===== src/rtl/arbiter_router_pkg.sv =====
`default_nettype none
// +------------------------------------------------------------------------+
// | Module      : arbiter_router_pkg                                       |
// | Description : Shared items for the arbiter_router family: address      |
// |               width helper, {addr, payload} message sizing and the     |
// |               output-stage state encoding.                             |
// | Revision    : 1.0  initial release                                     |
// +------------------------------------------------------------------------+
package arbiter_router_pkg;

  // Width of the source-index field; never narrower than one bit.
  function automatic int addr_width(input int n);
    int w;
    w = 1;
    for (int i = 1; i < 31; i++) begin
      if ((1 << i) < n) w = i + 1;
    end
    return w;
  endfunction

  // Messages are laid out as {addr, payload}, address in the MSBs.
  function automatic int msg_width(input int nbits, input int ninputs);
    return nbits + addr_width(ninputs);
  endfunction

  // Single-entry output register occupancy.
  typedef enum logic [0:0] {
    OSTAGE_EMPTY = 1'b0,
    OSTAGE_FULL  = 1'b1
  } ostage_state_e;

endpackage
`default_nettype wire


===== src/rtl/arbiter_router_rr_arbiter_if.sv =====
`default_nettype none
// +------------------------------------------------------------------------+
// | Module      : arbiter_router_rr_arbiter_if                             |
// | Description : N input val/rdy streams plus one tagged output stream.   |
// |               master = traffic source/sink side, slave = the arbiter.  |
// | Revision    : 1.0  initial release                                     |
// +------------------------------------------------------------------------+
interface arbiter_router_rr_arbiter_if #(
  parameter int NBITS   = 32,
  parameter int NINPUTS = 4
);
  import arbiter_router_pkg::*;

  localparam int c_msg_bits = msg_width(NBITS, NINPUTS);

  logic [NINPUTS-1:0]            istream_val;
  logic [NINPUTS-1:0][NBITS-1:0] istream_msg;
  logic [NINPUTS-1:0]            istream_rdy;
  logic                          ostream_val;
  logic [c_msg_bits-1:0]         ostream_msg;
  logic                          ostream_rdy;

  modport master (
    output istream_val, istream_msg, ostream_rdy,
    input  istream_rdy, ostream_val, ostream_msg
  );

  modport slave (
    input  istream_val, istream_msg, ostream_rdy,
    output istream_rdy, ostream_val, ostream_msg
  );

endinterface
`default_nettype wire


===== src/rtl/arbiter_router_rr_grant.sv =====
`default_nettype none
// +------------------------------------------------------------------------+
// | Module      : arbiter_router_rr_grant                                  |
// | Description : Combinational round-robin pick. Scans requests starting  |
// |               at the priority pointer and returns a one-hot grant and  |
// |               the encoded winner index.                                |
// | Revision    : 1.0  initial release                                     |
// +------------------------------------------------------------------------+
module arbiter_router_rr_grant
  import arbiter_router_pkg::*;
#(
  parameter int NINPUTS = 4
) (
  input  wire logic [NINPUTS-1:0]                  i_req,
  input  wire logic [addr_width(NINPUTS)-1:0]      i_ptr,
  output      logic [NINPUTS-1:0]                  o_grant,
  output      logic [addr_width(NINPUTS)-1:0]      o_idx,
  output      logic                                o_any
);

  localparam int c_addr_bits = addr_width(NINPUTS);

  logic [c_addr_bits-1:0] w_cand;

  // First requester at or after ptr (modulo NINPUTS) wins.
  always_comb begin
    int v_sum;
    o_grant = '0;
    o_idx   = '0;
    o_any   = 1'b0;
    w_cand  = '0;
    v_sum   = 0;
    for (int i = 0; i < NINPUTS; i++) begin
      v_sum = int'(i_ptr) + i;
      if (v_sum >= NINPUTS) v_sum = v_sum - NINPUTS;
      w_cand = v_sum[c_addr_bits-1:0];
      if (!o_any && i_req[w_cand]) begin
        o_any           = 1'b1;
        o_grant[w_cand] = 1'b1;
        o_idx           = w_cand;
      end
    end
  end

endmodule
`default_nettype wire


===== src/rtl/arbiter_router_rr_arbiter.sv =====
`default_nettype none
// +------------------------------------------------------------------------+
// | Module      : arbiter_router_rr_arbiter                                |
// | Description : N-to-1 round-robin arbiter with a registered output      |
// |               stage. Winning payloads are tagged {src_index, payload}. |
// | Revision    : 1.0  initial release                                     |
// +------------------------------------------------------------------------+
module arbiter_router_rr_arbiter
  import arbiter_router_pkg::*;
#(
  parameter int NBITS   = 32,
  parameter int NINPUTS = 4
) (
  input wire logic                  clk,
  input wire logic                  reset,
  arbiter_router_rr_arbiter_if.slave bus
);

  localparam int                     c_addr_bits = addr_width(NINPUTS);
  localparam logic [c_addr_bits-1:0] c_last_idx  = c_addr_bits'(NINPUTS - 1);

  ostage_state_e                 r_state;
  ostage_state_e                 w_state_nxt;
  logic [NBITS+c_addr_bits-1:0]  r_msg;
  logic [NBITS+c_addr_bits-1:0]  w_msg_nxt;
  logic [c_addr_bits-1:0]        r_ptr;
  logic [c_addr_bits-1:0]        w_ptr_nxt;
  logic [c_addr_bits-1:0]        w_win_idx;
  logic [NINPUTS-1:0]            w_grant;
  logic                          w_any;
  logic                          w_can_accept;
  logic                          w_xfer;

  arbiter_router_rr_grant #(
    .NINPUTS (NINPUTS)
  ) u_grant (
    .i_req   (bus.istream_val),
    .i_ptr   (r_ptr),
    .o_grant (w_grant),
    .o_idx   (w_win_idx),
    .o_any   (w_any)
  );

  // Output slot can take a new message if empty or draining this cycle.
  always_comb begin
    w_can_accept = (r_state == OSTAGE_EMPTY) || bus.ostream_rdy;
    w_xfer       = w_any && w_can_accept;
    w_state_nxt  = r_state;
    w_msg_nxt    = r_msg;
    w_ptr_nxt    = r_ptr;
    if (w_xfer) begin
      w_state_nxt = OSTAGE_FULL;
      w_msg_nxt   = {w_win_idx, bus.istream_msg[w_win_idx]};
      w_ptr_nxt   = (w_win_idx == c_last_idx) ? '0 : w_win_idx + 1'b1;
    end else if ((r_state == OSTAGE_FULL) && bus.ostream_rdy) begin
      w_state_nxt = OSTAGE_EMPTY;
    end
  end

  // Occupancy, held message and priority pointer; reset discards in-flight data.
  always_ff @(posedge clk or negedge reset) begin
    if (!reset) begin
      r_state <= OSTAGE_EMPTY;
      r_msg   <= '0;
      r_ptr   <= '0;
    end else begin
      r_state <= w_state_nxt;
      r_msg   <= w_msg_nxt;
      r_ptr   <= w_ptr_nxt;
    end
  end

  // Only the winner sees rdy, and nobody does while reset is held.
  assign bus.istream_rdy = (reset && w_can_accept) ? w_grant : '0;
  assign bus.ostream_val = (r_state == OSTAGE_FULL);
  assign bus.ostream_msg = r_msg;

endmodule
`default_nettype wire


===== src/flat_wrapper.sv =====
// flat-port wrapper written by rule: the top's interface ports become plain ports
module arbiter_router_rr_arbiter_flat import arbiter_router_pkg::*;
#(
  parameter int NBITS   = 32,
  parameter int NINPUTS = 4
)
  (clk, reset, bus_istream_val, bus_istream_msg, bus_ostream_rdy, bus_istream_rdy, bus_ostream_val, bus_ostream_msg);
  arbiter_router_rr_arbiter_if #(.NBITS(NBITS), .NINPUTS(NINPUTS)) bus_i ();
  input wire logic clk;
  input wire logic reset;
  input wire logic [$bits(bus_i.istream_val)-1:0] bus_istream_val;
  input wire logic [$bits(bus_i.istream_msg)-1:0] bus_istream_msg;
  input wire logic [$bits(bus_i.ostream_rdy)-1:0] bus_ostream_rdy;
  output wire logic [$bits(bus_i.istream_rdy)-1:0] bus_istream_rdy;
  output wire logic [$bits(bus_i.ostream_val)-1:0] bus_ostream_val;
  output wire logic [$bits(bus_i.ostream_msg)-1:0] bus_ostream_msg;
  assign bus_i.istream_val = bus_istream_val;
  assign bus_i.istream_msg = bus_istream_msg;
  assign bus_i.ostream_rdy = bus_ostream_rdy;
  assign bus_istream_rdy = bus_i.istream_rdy;
  assign bus_ostream_val = bus_i.ostream_val;
  assign bus_ostream_msg = bus_i.ostream_msg;
  arbiter_router_rr_arbiter #(.NBITS(NBITS), .NINPUTS(NINPUTS)) u_core (.clk(clk), .reset(reset), .bus(bus_i));
endmodule

===== config.mk =====
export PLATFORM = sky130hd
export DESIGN_NAME = arbiter_router_rr_arbiter_flat
export DESIGN_NICKNAME = d
export VERILOG_FILES = /design/src/rtl/arbiter_router_pkg.sv /design/src/rtl/arbiter_router_rr_arbiter_if.sv /design/src/rtl/arbiter_router_rr_grant.sv /design/src/rtl/arbiter_router_rr_arbiter.sv /design/src/flat_wrapper.sv
export SDC_FILE = /design/constraint.sdc
export NUM_CORES = 1
export LEC_CHECK = 0
export CAP_MARGIN = 10
export CORE_ASPECT_RATIO = 1.4
export CORE_MARGIN = 5
export CORE_UTILIZATION = 39
export DETAILED_ROUTE_END_ITERATION = 16
export PLACE_DENSITY = 0.93
export RECOVER_POWER = 50
export SYNTH_ARGS = -nofsm -noshare
export SYNTH_HDL_FRONTEND = slang
export SYNTH_HIERARCHICAL = 1
export SYNTH_SLANG_ARGS = --single-unit

===== constraint.sdc =====
create_clock -name clk -period 5.4 [get_ports clk]
set_clock_uncertainty 0.1 [all_clocks]
set_input_delay 1.62 -clock clk [delete_from_list [all_inputs] [get_ports clk]]
set_output_delay 1.62 -clock clk [all_outputs]
set_load 0.05 [all_outputs]

### Yosys cells after proc, flatten, opt, wreduce, memory -nomap -nowiden

Index checks and enable logic that the tools add are counted.

* logic and storage cells: 82
* output and inout bits: 39
* input bits: 135
* bits in registers: 37

* order comparisons: 13
* bitwise operators: 4
* eq/ne operators: 1
* muxes and demuxes: 38
* $add $sub $neg: 8
* reduce and logical (&&, ||, !) cells: 15

Operators with widths (number)
* 32-bit binary-select mux with 2-bit select: 1
* 32-bit two-way mux: 1
* 4-bit two-way mux: 5
* 2-bit two-way mux: 9
* 2-bit by 3-bit < comparator with 1-bit output (second input constant): 5
* 1-bit two-way mux: 14
* 4-bit OR: 3
* 1-bit logical AND: 10
* 3-bit greater-or-equal comparator (second input constant): 3
* 1-bit binary-select mux with 2-bit select: 4
* 1-bit demux with 2-bit select: 4
* 2-bit by 1-bit greater-or-equal comparator with 1-bit output (second input constant): 4
* 2-bit by 1-bit subtractor with 2-bit output (second input constant): 4
* 2-bit by 2-bit adder with 3-bit output (second input constant): 2
* 2-bit by 1-bit adder with 3-bit output (second input constant): 1
* 2-bit by 3-bit greater-or-equal comparator with 1-bit output (second input constant): 1
* 1-bit zero test: 3
* 2-bit by 1-bit adder with 2-bit output (second input constant): 1
* 2-bit == test (second input constant): 1
* 2-bit nonzero test: 1
* 1-bit logical OR: 1
* 1-bit inverter: 1

### Longest topological paths before layout

Gate-level depths: netlist of the first run.

* word-level depth: 16
* mapped depth: 12
* mapped depth without buffers: 9

### Cells and area by module

Netlist of the first run, hierarchy kept.

Modules (own cells, without submodules)
* arbiter_router_rr_arbiter: times used 1, area each 2192.1 µm², cells each 125, sequential area each 925.9 µm²
* arbiter_router_rr_grant: times used 1, area each 421.7 µm², cells each 45, sequential area each 0.0 µm²

### Worst setup path after synthesis of the first run

No wires, ideal clock.

* kind: input to output
* start: input bus_istream_val[2]
* end: output bus_istream_rdy[0]
* slack: 0.500 ns
* arrival time: 3.180 ns
* data required time: 3.680 ns
* buffers on the path: 1
* cell stages on the path: 6
* cell sequence: mux4_2 > buf_6 > nor4b_4 > a22oi_1 > o21ai_0 > and3_1

* longest elaborated chain between the ends: 13
* elaborated cells on any way between the ends: 25
* classes of those cells: 16 x mux; 3 x bitwise; 6 x reduce/logical

Ends and longest elaborated chain
* start, declared: line flat_wrapper.sv:11 `input wire logic [$bits(bus_i.istream_val)-1:0] bus_istream_val;`
* 1-bit binary-select mux with 2-bit select: line arbiter_router_rr_grant.sv:37 `if (!o_any && i_req[w_cand]) begin`
* 1-bit two-way mux (implied by the code): line arbiter_router_rr_grant.sv:37
* 1-bit two-way mux: line arbiter_router_rr_grant.sv:37
* 1-bit zero test: line arbiter_router_rr_grant.sv:37
* 1-bit logical AND: line arbiter_router_rr_grant.sv:37
* 1-bit two-way mux: line arbiter_router_rr_grant.sv:37
* 1-bit zero test: line arbiter_router_rr_grant.sv:37
* 1-bit logical AND: line arbiter_router_rr_grant.sv:37
* 1-bit two-way mux: line arbiter_router_rr_grant.sv:37
* 1-bit zero test: line arbiter_router_rr_grant.sv:37
* 1-bit logical AND: line arbiter_router_rr_grant.sv:37
* 4-bit two-way mux *: line arbiter_router_rr_grant.sv:37
* via u_core.w_grant[0]: line arbiter_router_rr_arbiter.sv:29 `logic [NINPUTS-1:0] w_grant;`
* 4-bit two-way mux *: line arbiter_router_rr_arbiter.sv:74 `assign bus.istream_rdy = (reset && w_can_accept) ? w_grant : '0;`
* end, declared: line flat_wrapper.sv:14 `output wire logic [$bits(bus_i.istream_rdy)-1:0] bus_istream_rdy;`

The timed path passes the listed nets; every way through them passes the cells marked *. The select of a mux whose other input is x is not followed.

### Final worst setup path of the first run

* start: input bus_istream_val[2]
* end: output bus_istream_rdy[3]

The elaborated chain is that of the path after synthesis.

==> results.toml, run 1 <==
[power_and_ir_drop]
power_switching_mw = 1.41
intPower_mw = 1.71
powerDensity_nw_per_um2 = 683
cellLeakagePower_nw = 1.79
pwr-share-seq_pct = 17.0
p_clk_share_pct = 7.0
ir_drop_mv = 0.367
combPwrFrac_pct = 76.0
p_sw_share_pct = 45.3
p_total_mw = 3.12

[critical_path]
start_kind = "primary input"
worst-path-max-fanout = 6
arrival_ns = 3.45
worst_setup_path_end_kind = "output pin"
crit_chain = "dlygate4sd2_1 -> mux4_2 -> nor4b_4 -> a22oi_1 -> o21ai_0 -> and3_1 -> buf_12"
cp_slowest_cell = "mux4_2"
criticalPathCategory = "primary input to output pin"
max_stage_delay_ns = 0.54
required_ns = 3.68

[routing]
wl_per_cell_um = 20.0
drtAntennaViolNets = 0
drc = 0
vias = 2297
dr.pass1.iters = 4
initialDrtViolationCount = 23
viasPerCell = 5.46
totalWireLength_um = 8420

[logic_synthesis]
synth_top_area_share_pct = 35.4
syn_area_per_cell_um2 = 15.4
synth_edf_count = 0
synth.top_cells.by_count = "37 x dfrtp_1, 37 x mux2_2, 33 x mux4_2, 8 x a22oi_1"
synth_cells = 170
synth_cell_types = 25
async_flop_share_pct = 100
seq_area_frac_synth_pct = 35.4
synth.top_cells.by_area = "dfrtp_1 35%, mux4_2 28%, mux2_2 16%, mux4_1 3.0%, ha_1 2.9%"
syn_nets = 311
ys_ff_latch = 37
synth_ff_type = "dfrtp_1"
syn_area_um2 = 2610
ys.warnings.count = 6
yosysTopAreaCell = "dfrtp_1"

[placed_design]
place_hpwl_um = 7060
io_buffers = 173
dp_cells = 412
globalplace.congestion = 0.808
place_ws_ns = -0.0510

[sta]
max_freq_mhz = 193
rsz0062_at_grt = "false"
setup_violations = 0
setup_ws_ns = 0.226
hold_viol_final = 0
min_period_over_period_pct = 95.8
maxSlewViolCount = 0
relSlewSlack_pct = 13.2
fin_crit_ns = 5.17
tightest_slew_ns = 1.30
fin_hold_ws_ns = 0.406

[clock_tree]
ctsHoldBuffers = 0
htreeDepth = 2
clock-root-buffer = "clkbuf_8"
cts_inserted_buffers = 5
cts_buffer_depth = 2
cts_tree = "done"
path_clk_slew_ns = 0.08
clock_sinks = 37
worstSkewPairLatency_ns = 0.28

[layout]
layout.nets = 487
synthToLayoutAreaGrowth_pct = 74.8
final-instance-count-excl-fill = 421
layout-drive-gt1-share_pct = 28.2
final_util_pct = 69.5
diodes = 0

[global_route]
grt_max_degree = 24
grt_pass1_wl_um = 12900
grt_overflow = 0
grt_usage_pct = 20.1
grt_pass1_vias = 2694
antenna_found_initial = 0

[floorplan]
dieArea_um2 = 8460
die_h_um = 107
initial_core_util_pct = 39.8
die_x_um = 79.2
core_area_um2 = 6570
ioPinCount = 174
fp-row-count = 35

[hold_path]
hp-class = "flip-flop to flip-flop"

[job]
maxCapViolCount = 0

[status]
status = "complete, no violations"
cells by family after synthesis:
kind of cell,Yosys count,share of synthesized area (%)
muxes,75,48.2
DFF,37,35.4
and+or+nand+nor,18,4.55
AOI/OAI and AO/OA,17,4.55
buffers and inverters,17,4.45
adders and majority gates,6,2.87
worst max-delay path: cells and delay by family:
kind	cells	cell delay, ns
AO/OA/AOI/OAI	2	0.22
multiplexers	1	0.54
AND/OR/NAND/NOR	2	0.64
buffers and inverters	2	0.43
worst paths after layout:
| check | from | to | slack (ns) | cells past startpoint |
|---|---|---|---|---|
| worst max-delay path | bus_istream_val[2] | bus_istream_rdy[3] | 0.23 | 7 |
| worst min-delay path | u_core/bus.ostream_msg[8] | u_core/bus.ostream_msg[8] | 0.41 | 1 |
| worst max register to register | u_core/r_ptr[0] | u_core/bus.ostream_msg[16] | 1.79 | 9 |
| worst min register to register | u_core/bus.ostream_msg[8] | u_core/bus.ostream_msg[8] | 0.41 | 1 |
| max in group asynchronous | reset | u_core/bus.ostream_msg[18] | 2.13 | 2 |
| min in group asynchronous | reset | u_core/bus.ostream_msg[16] | 1.37 | 1 |
registers in the layout, summed over array words and instances, names as in the netlist:
name                    cells
u_core/bus.ostream_msg     34
u_core/bus.ostream_val      1
u_core/r_ptr                2
area by class of cell:
cell class / count / area, um^2
Clock inverter: 1 / 8.76
Clock buffer: 7 / 96.3
Sequential cell: 37 / 926
Inverter: 3 / 11.3
Tap cell: 74 / 92.6
Fill cell: 484 / 2000
Timing Repair Buffer: 183 / 1840
Multi-Input combinational cell: 116 / 1590
per-layer routing:
| metal | track usage, % | wire length, um | vias to the layer above |
|---|---|---|---|
| met5 | 0 | 0 | - |
| met4 | 4.91 | 125 | 0 |
| met3 | 6.22 | 708 | 10 |
| met2 | 40.6 | 4890 | 116 |
| met1 | 18.8 | 2700 | 1128 |
| li1 | - | - | 1043 |
timing repair:
| action | 4_1_cts | 5_1_grt |
|---|---|---|
| setup buffers | 1 | 0 |
| setup endpoints to repair | 1 | 4 |
| gates cloned | 0 | 0 |
| resized for setup | 2 | 4 |
| pin swaps | 1 | 2 |
power groups by stage:
stage                     logic (mW)  clock network [mW]  registers, mW
after floorplan                 1.33                   0          0.977
after global placement          2.35                   0          0.526
after detailed placement        2.41                   0          0.537
after CTS                       2.42               0.229          0.534
after global routing            2.52               0.241          0.555
final                           2.37               0.219          0.529
cells in the final DEF (no fill, tap or decap), types with 2 or more instances in the layout:
cell type	netlist	layout
o21ai_0	5	5
nand2b_1	4	4
dlymetal6s2s_1	0	3
dfrtp_1	37	37
nor2_1	4	4
inv_1	3	3
ha_1	6	6
clkdlybuf4s50_1	0	145
buf_12	0	4
mux2_2	37	37
clkbuf_8	0	7
a22oi_1	8	7
clkbuf_1	2	2
mux2i_1	2	2
and3_1	4	4
buf_4	0	9
dlygate4sd3_1	0	19
mux4_1	3	2
mux4_2	33	34
stage by stage:
step / TNS [ns] / cell area [um^2]
after floorplan: 0 / 2610
after global placement: 0 / 4450
after detailed placement: -0.0510 / 4450
after CTS: 0 / 4560
after global routing: 0 / 4570
final: 0 / 4570
Note: power is estimated with default switching activity, not from simulation.
==> run 2: changes to the inputs <==
--- a/config.mk
+++ b/config.mk
@@ -6,11 +6,13 @@
 export NUM_CORES = 1
 export LEC_CHECK = 0
 export CAP_MARGIN = 10
+export CELL_PAD_IN_SITES_DETAIL_PLACEMENT = 0
+export CELL_PAD_IN_SITES_GLOBAL_PLACEMENT = 1
 export CORE_ASPECT_RATIO = 1.4
 export CORE_MARGIN = 5
-export CORE_UTILIZATION = 39
+export CORE_UTILIZATION = 29
 export DETAILED_ROUTE_END_ITERATION = 16
-export PLACE_DENSITY = 0.93
+export PLACE_DENSITY = 0.92
 export RECOVER_POWER = 50
 export SYNTH_ARGS = -nofsm -noshare
 export SYNTH_HDL_FRONTEND = slang
==> run 2 against run 1 <==
Net effect:
- the flow now finishes with violations (max-capacitance violations, max-slew violations)
- power up 1.6%
- wire length down 1.8%
- sequential power decreased by 1%
- combinational power about the same
- sequential cell count stayed put
- critical path depth unchanged
- clock-buffer cell count down 1
- final cell count increased by 7.1%
- fmax is 2.1% higher
- critical endpoint is now bus_istream_rdy[1]
- largest cell class unchanged
==> results.toml, run 2 (synthesis results as in run 1) <==
[status]
status = "complete, but fails checks"
violations = "max-capacitance violations, max-slew violations"

[clock_tree]
path_clk_slew_ns = 0.06
clock-root-buffer = "clkbuf_16"
ctsHoldBuffers = 0
htreeDepth = 2
cts_inserted_buffers = 5
cts_tree = "done"
clock_sinks = 37
cts_buffer_depth = 2
worstSkewPairLatency_ns = 0.27

[critical_path]
r2r_cells = 9
rrSetupSlack_ns = 1.82
criticalPathCategory = "primary input to output pin"
rr_endpoint = "u_core/bus.ostream_msg[16]"
worst-path-max-fanout = 6
start_kind = "primary input"
startpoint = "bus_istream_val[2]"
arrival_ns = 3.35
required_ns = 3.68
worst_setup_path_end_kind = "output pin"
worstReg2RegStart = "u_core/r_ptr[0]"
crit_path_end = "bus_istream_rdy[1]"

[hold_path]
hp-class = "flip-flop to flip-flop"
min_path_cells = 1

[layout]
layout.nets = 485
final_util_pct = 52.1
diodes = 0
synthToLayoutAreaGrowth_pct = 77.8
final_common_cell = "clkdlybuf4s50_1"
largest_reg_flops = 34
layout-drive-gt1-share_pct = 26.7
fin_area_um2 = 4650
layout_common_cells = "146 x clkdlybuf4s50_1, 37 x mux2_2, 37 x dfrtp_1, 34 x mux4_2, 18 x dlygate4sd3_1"

[global_route]
grt_overflow = 0
antenna_found_initial = 0
grt_max_degree = 38
grt_pass1_vias = 2564
grt_pass1_wl_um = 12800
grt_usage_pct = 14.6

[sta]
relSlewSlack_pct = -32.3
fin_crit_ns = 5.07
fin_hold_ws_ns = 0.395
min_period_over_period_pct = 93.8
setup_tns_ns = 0
maxSlewViolCount = 38
rsz0062_at_grt = "false"
hold_viol_final = 0
max_freq_mhz = 197
setup_violations = 0
tightest_slew_ns = 1.98

[floorplan]
dieArea_um2 = 11000
core_area_um2 = 8930
fp-row-count = 41
die_x_um = 90.2
initial_core_util_pct = 29.3
ioPinCount = 174
die_h_um = 122

[placed_design]
io_buffers = 173
place_hpwl_um = 6920
placed_cell_area_um2 = 4500
globalplace.congestion = 0.765

[routing]
viasPerCell = 5.07
drc = 0
totalWireLength_um = 8270
drtAntennaViolNets = 0
vias = 2287
initialDrtViolationCount = 38
dr.pass1.iters = 4
wl_per_cell_um = 18.3

[power_and_ir_drop]
cellLeakagePower_nw = 1.81
powerDensity_nw_per_um2 = 682
ir_drop_mv = 0.690

[job]
maxCapViolCount = 1
run 2: cell count changes in the layout (fill, tap and decap cells not counted), sizes merged:
cell,delta
inv,-1
buf,-3
dlymetal6s2s,+1
clkinv,+1
dlygate4sd2,-1
clkdlybuf4s50,+1
dlygate4sd3,-1
run 2: repair_timing:
action,CTS,global route
cloned,0,0
pin swaps,0,2
endpoints found under the setup margin,3,4
buffers inserted,0,1
gates resized for setup,1,4
run 2: where the power goes:
group	switching, mW	internal [mW]	leakage [nW]
clock network	0.106	0.169	0.0669
logic	1.21	1.16	1.31
registers	0.0912	0.432	0.430
run 2: worst min-delay path by stage:
stage	start	to
floorplan	u_core/r_ptr[0]	u_core/r_ptr[0]
global placement	u_core/bus.ostream_msg[33]	u_core/bus.ostream_msg[33]
detailed placement	u_core/bus.ostream_msg[12]	u_core/bus.ostream_msg[12]
CTS	u_core/bus.ostream_msg[12]	u_core/bus.ostream_msg[12]
global route	u_core/bus.ostream_msg[12]	u_core/bus.ostream_msg[12]
finish	u_core/bus.ostream_msg[20]	u_core/bus.ostream_msg[20]
run 2: cell type report:
type,instances,area (um^2)
Fill cell,785,4280
Inverter,3,11.3
Multi-Input combinational cell,116,1590
Timing Repair Buffer,181,1850
Clock inverter,1,8.76
Sequential cell,37,926
Tap cell,107,134
Clock buffer,6,129
run 2: metrics by stage:
stage | setup WS (ns) | std cells | power, mW
2_1_floorplan | 0.500 | 170 | 2.31
4_1_cts | 0.0267 | 450 | 3.25
5_1_grt | 0.212 | 451 | 3.38
6_report | 0.334 | 451 | 3.17
3_3_place_gp | 0.0619 | 443 | 2.90
3_5_place_dp | -0.0397 | 443 | 2.96
run 2: critical path, stage by stage:
cell and delay, ns:
dlymetal6s2s_1 0.16, mux4_2 0.55, nor4b_4 0.41, a22oi_1 0.12, o21ai_0 0.11, and3_1 0.23
buf_12 0.15
run 2: per-layer routing:
metal | vias to the layer above | track usage, % | wire (um)
met5 | - | 0 | 0
met4 | 0 | 4.00 | 130
met3 | 10 | 5.58 | 810
met2 | 124 | 27.9 | 4470
met1 | 1112 | 14.8 | 2860
li1 | 1041 | - | -
==> run 3: changes to the inputs <==
--- a/config.mk
+++ b/config.mk
@@ -14,6 +14,7 @@
 export DETAILED_ROUTE_END_ITERATION = 16
 export PLACE_DENSITY = 0.92
 export RECOVER_POWER = 50
+export SETUP_SLACK_MARGIN = 0.4
 export SYNTH_ARGS = -nofsm -noshare
 export SYNTH_HDL_FRONTEND = slang
 export SYNTH_HIERARCHICAL = 1
==> run 3 against run 2 <==
Net effect:
- the flow still finishes with violations (max-capacitance violations, max-slew violations)
- worst setup slack gained 0.11 ns
- register-to-register slack is essentially flat
- clock-buffer cell count is the same
- fmax grew 2.1%
- die area is the same
- power grew 0.50%
- first-iteration DRC count grew 7.9%
- core utilization grew 0.24 points
- global-route usage is essentially flat
- critical path depth is the same
==> results.toml, run 3 (synthesis results as in run 1) <==
[status]
status = "complete, but fails checks"
violations = "max-capacitance violations, max-slew violations"

[critical_path]
crit_buf_inv = 3
r2r_cells = 9
criticalPathCategory = "primary input to output pin"
required_ns = 3.68
rr_endpoint = "u_core/bus.ostream_msg[16]"
critPathTopFamily = "buffers and inverters"
worstReg2RegStart = "u_core/r_ptr[0]"
start_kind = "primary input"
rrSetupSlack_ns = 1.82
max_stage_delay_ns = 0.51
worst_setup_path_end_kind = "output pin"
crit_chain = "buf_6 -> mux4_2 -> clkbuf_1 -> a22oi_1 -> o21ai_1 -> and3_4 -> buf_12"
arrival_ns = 3.24
worst-path-max-fanout = 12
startpoint = "bus_istream_val[3]"
cp_slowest_cell = "mux4_2"

[routing]
drtAntennaViolNets = 0
dr.pass1.iters = 5
wl_per_cell_um = 18.3
vias = 2294
totalWireLength_um = 8290
drc = 0
viasPerCell = 5.08
initialDrtViolationCount = 41

[clock_tree]
htreeDepth = 2
worstSkewPairLatency_ns = 0.27
cts_tree = "done"
path_clk_slew_ns = 0.05
clock_sinks = 37
clock-root-buffer = "clkbuf_16"
cts_inserted_buffers = 5
cts_buffer_depth = 2
ctsHoldBuffers = 0

[sta]
rsz0062_at_grt = "true"
maxSlewViolCount = 38
min_period_over_period_pct = 91.9
tightest_slew_ns = 1.97
fin_crit_ns = 4.96
max_freq_mhz = 202
setup_violations = 0
hold_viol_final = 0
relSlewSlack_pct = -31.7

[hold_path]
min_to = "u_core/bus.ostream_msg[12]"
min_path_cells = 1
hold_start = "u_core/bus.ostream_msg[12]"
hp-class = "flip-flop to flip-flop"

[layout]
layout_common_cells = "146 x clkdlybuf4s50_1, 37 x mux2_2, 37 x dfrtp_1, 34 x mux4_2, 18 x dlygate4sd3_1"
layout.nets = 486
n_fill_cell = 785
final_common_cell = "clkdlybuf4s50_1"
largest_reg_flops = 34
layout-drive-gt1-share_pct = 29.0
fin_area_um2 = 4670
diodes = 0
synthToLayoutAreaGrowth_pct = 78.6

[global_route]
grt_pass1_wl_um = 12800
grt_max_degree = 38
use_met2_pct = 28.0
grt_usage_pct = 14.7
grt_use_met3_pct = 5.58
antenna_found_initial = 0
grt_overflow = 0
use_met1_pct = 14.9
gr-max-usage-layer = "met2"
grt_pass1_vias = 2566

[job]
maxCapViolCount = 1

[floorplan]
fp-row-count = 41
core_area_um2 = 8930
ioPinCount = 174
initial_core_util_pct = 29.3
die_x_um = 90.2
dieArea_um2 = 11000
die_h_um = 122

[placed_design]
io_buffers = 173
place_hpwl_um = 6920
globalplace.congestion = 0.765
placed_cell_area_um2 = 4500

[power_and_ir_drop]
p_total_mw = 3.19
powerDensity_nw_per_um2 = 682
ir_drop_mv = 0.693
cellLeakagePower_nw = 1.78
run 3: cell count changes in the layout (fill, tap and decap cells not counted), sizes merged:
cell,change
buf,+5
dlymetal6s2s,-4
run 3: per-stage QoR:
stage / setup WS (ns) / instances / TNS [ns] / util, % / hold slack, ns
6_report: 0.440 / 452 / 0 / 52.3 / 0.395
5_1_grt: 0.366 / 452 / 0 / 52.3 / 0.409
4_1_cts: 0.416 / 451 / 0 / 51.8 / 0.403
3_5_place_dp: -0.0397 / 443 / -0.0715 / 50.5 / 0.391
3_3_place_gp: 0.0619 / 443 / 0 / 50.5 / 0.387
2_1_floorplan: 0.500 / 170 / 0 / - / 0.486
run 3: what timing repair did:
item | CTS | global route
endpoints found under the setup margin | 4 | 4
pin swaps | 4 | 7
gates resized for setup | 18 | 14
cloned | 0 | 0
setup buffers | 1 | 1
run 3: cell type report:
class	instances	area [um^2]	share of cell area, %
repair buffers	182	1860	39.8
multi-input cells	116	1600	34.3
flip-flops and latches	37	926	19.8
well taps	107	134	2.87
clock buffers	6	129	2.76
inverters	3	11.3	0.241
clock inverters	1	8.76	0.188
run 3: how the worst max path moves through the flow:
stage / to / slack, ns / depth (start not counted)
6_report: bus_istream_rdy[2] / 0.44 / 7
5_1_grt: bus_istream_rdy[1] / 0.37 / 7
4_1_cts: bus_istream_rdy[1] / 0.42 / 7
3_5_place_dp: bus_istream_rdy[1] / -0.04 / 7
3_3_place_gp: bus_istream_rdy[2] / 0.06 / 7
2_1_floorplan: bus_istream_rdy[0] / 0.50 / 6
run 3: power by group:
part           total, mW  switching (mW)  internal (mW)
Sequential         0.523          0.0908          0.432
Clock              0.274           0.105          0.169
Combinational       2.39            1.21           1.18
Total               3.19            1.41           1.78
run 3: worst reg2reg max path, stage by stage (launching register included):
cell and delay (ns):
dfrtp_1 0.72, inv_1 0.15, ha_1 0.40, mux4_2 0.38, and2b_2 0.29, o21ai_0 0.14
o31ai_4 0.13, buf_12 0.31, mux4_1 0.60, mux2_2 0.26
run 3: routing by layer:
metal	wire length, um	up-vias
li1	-	1043
met1	2840	1117
met2	4510	124
met3	807	10
met4	133	0
met5	0	-
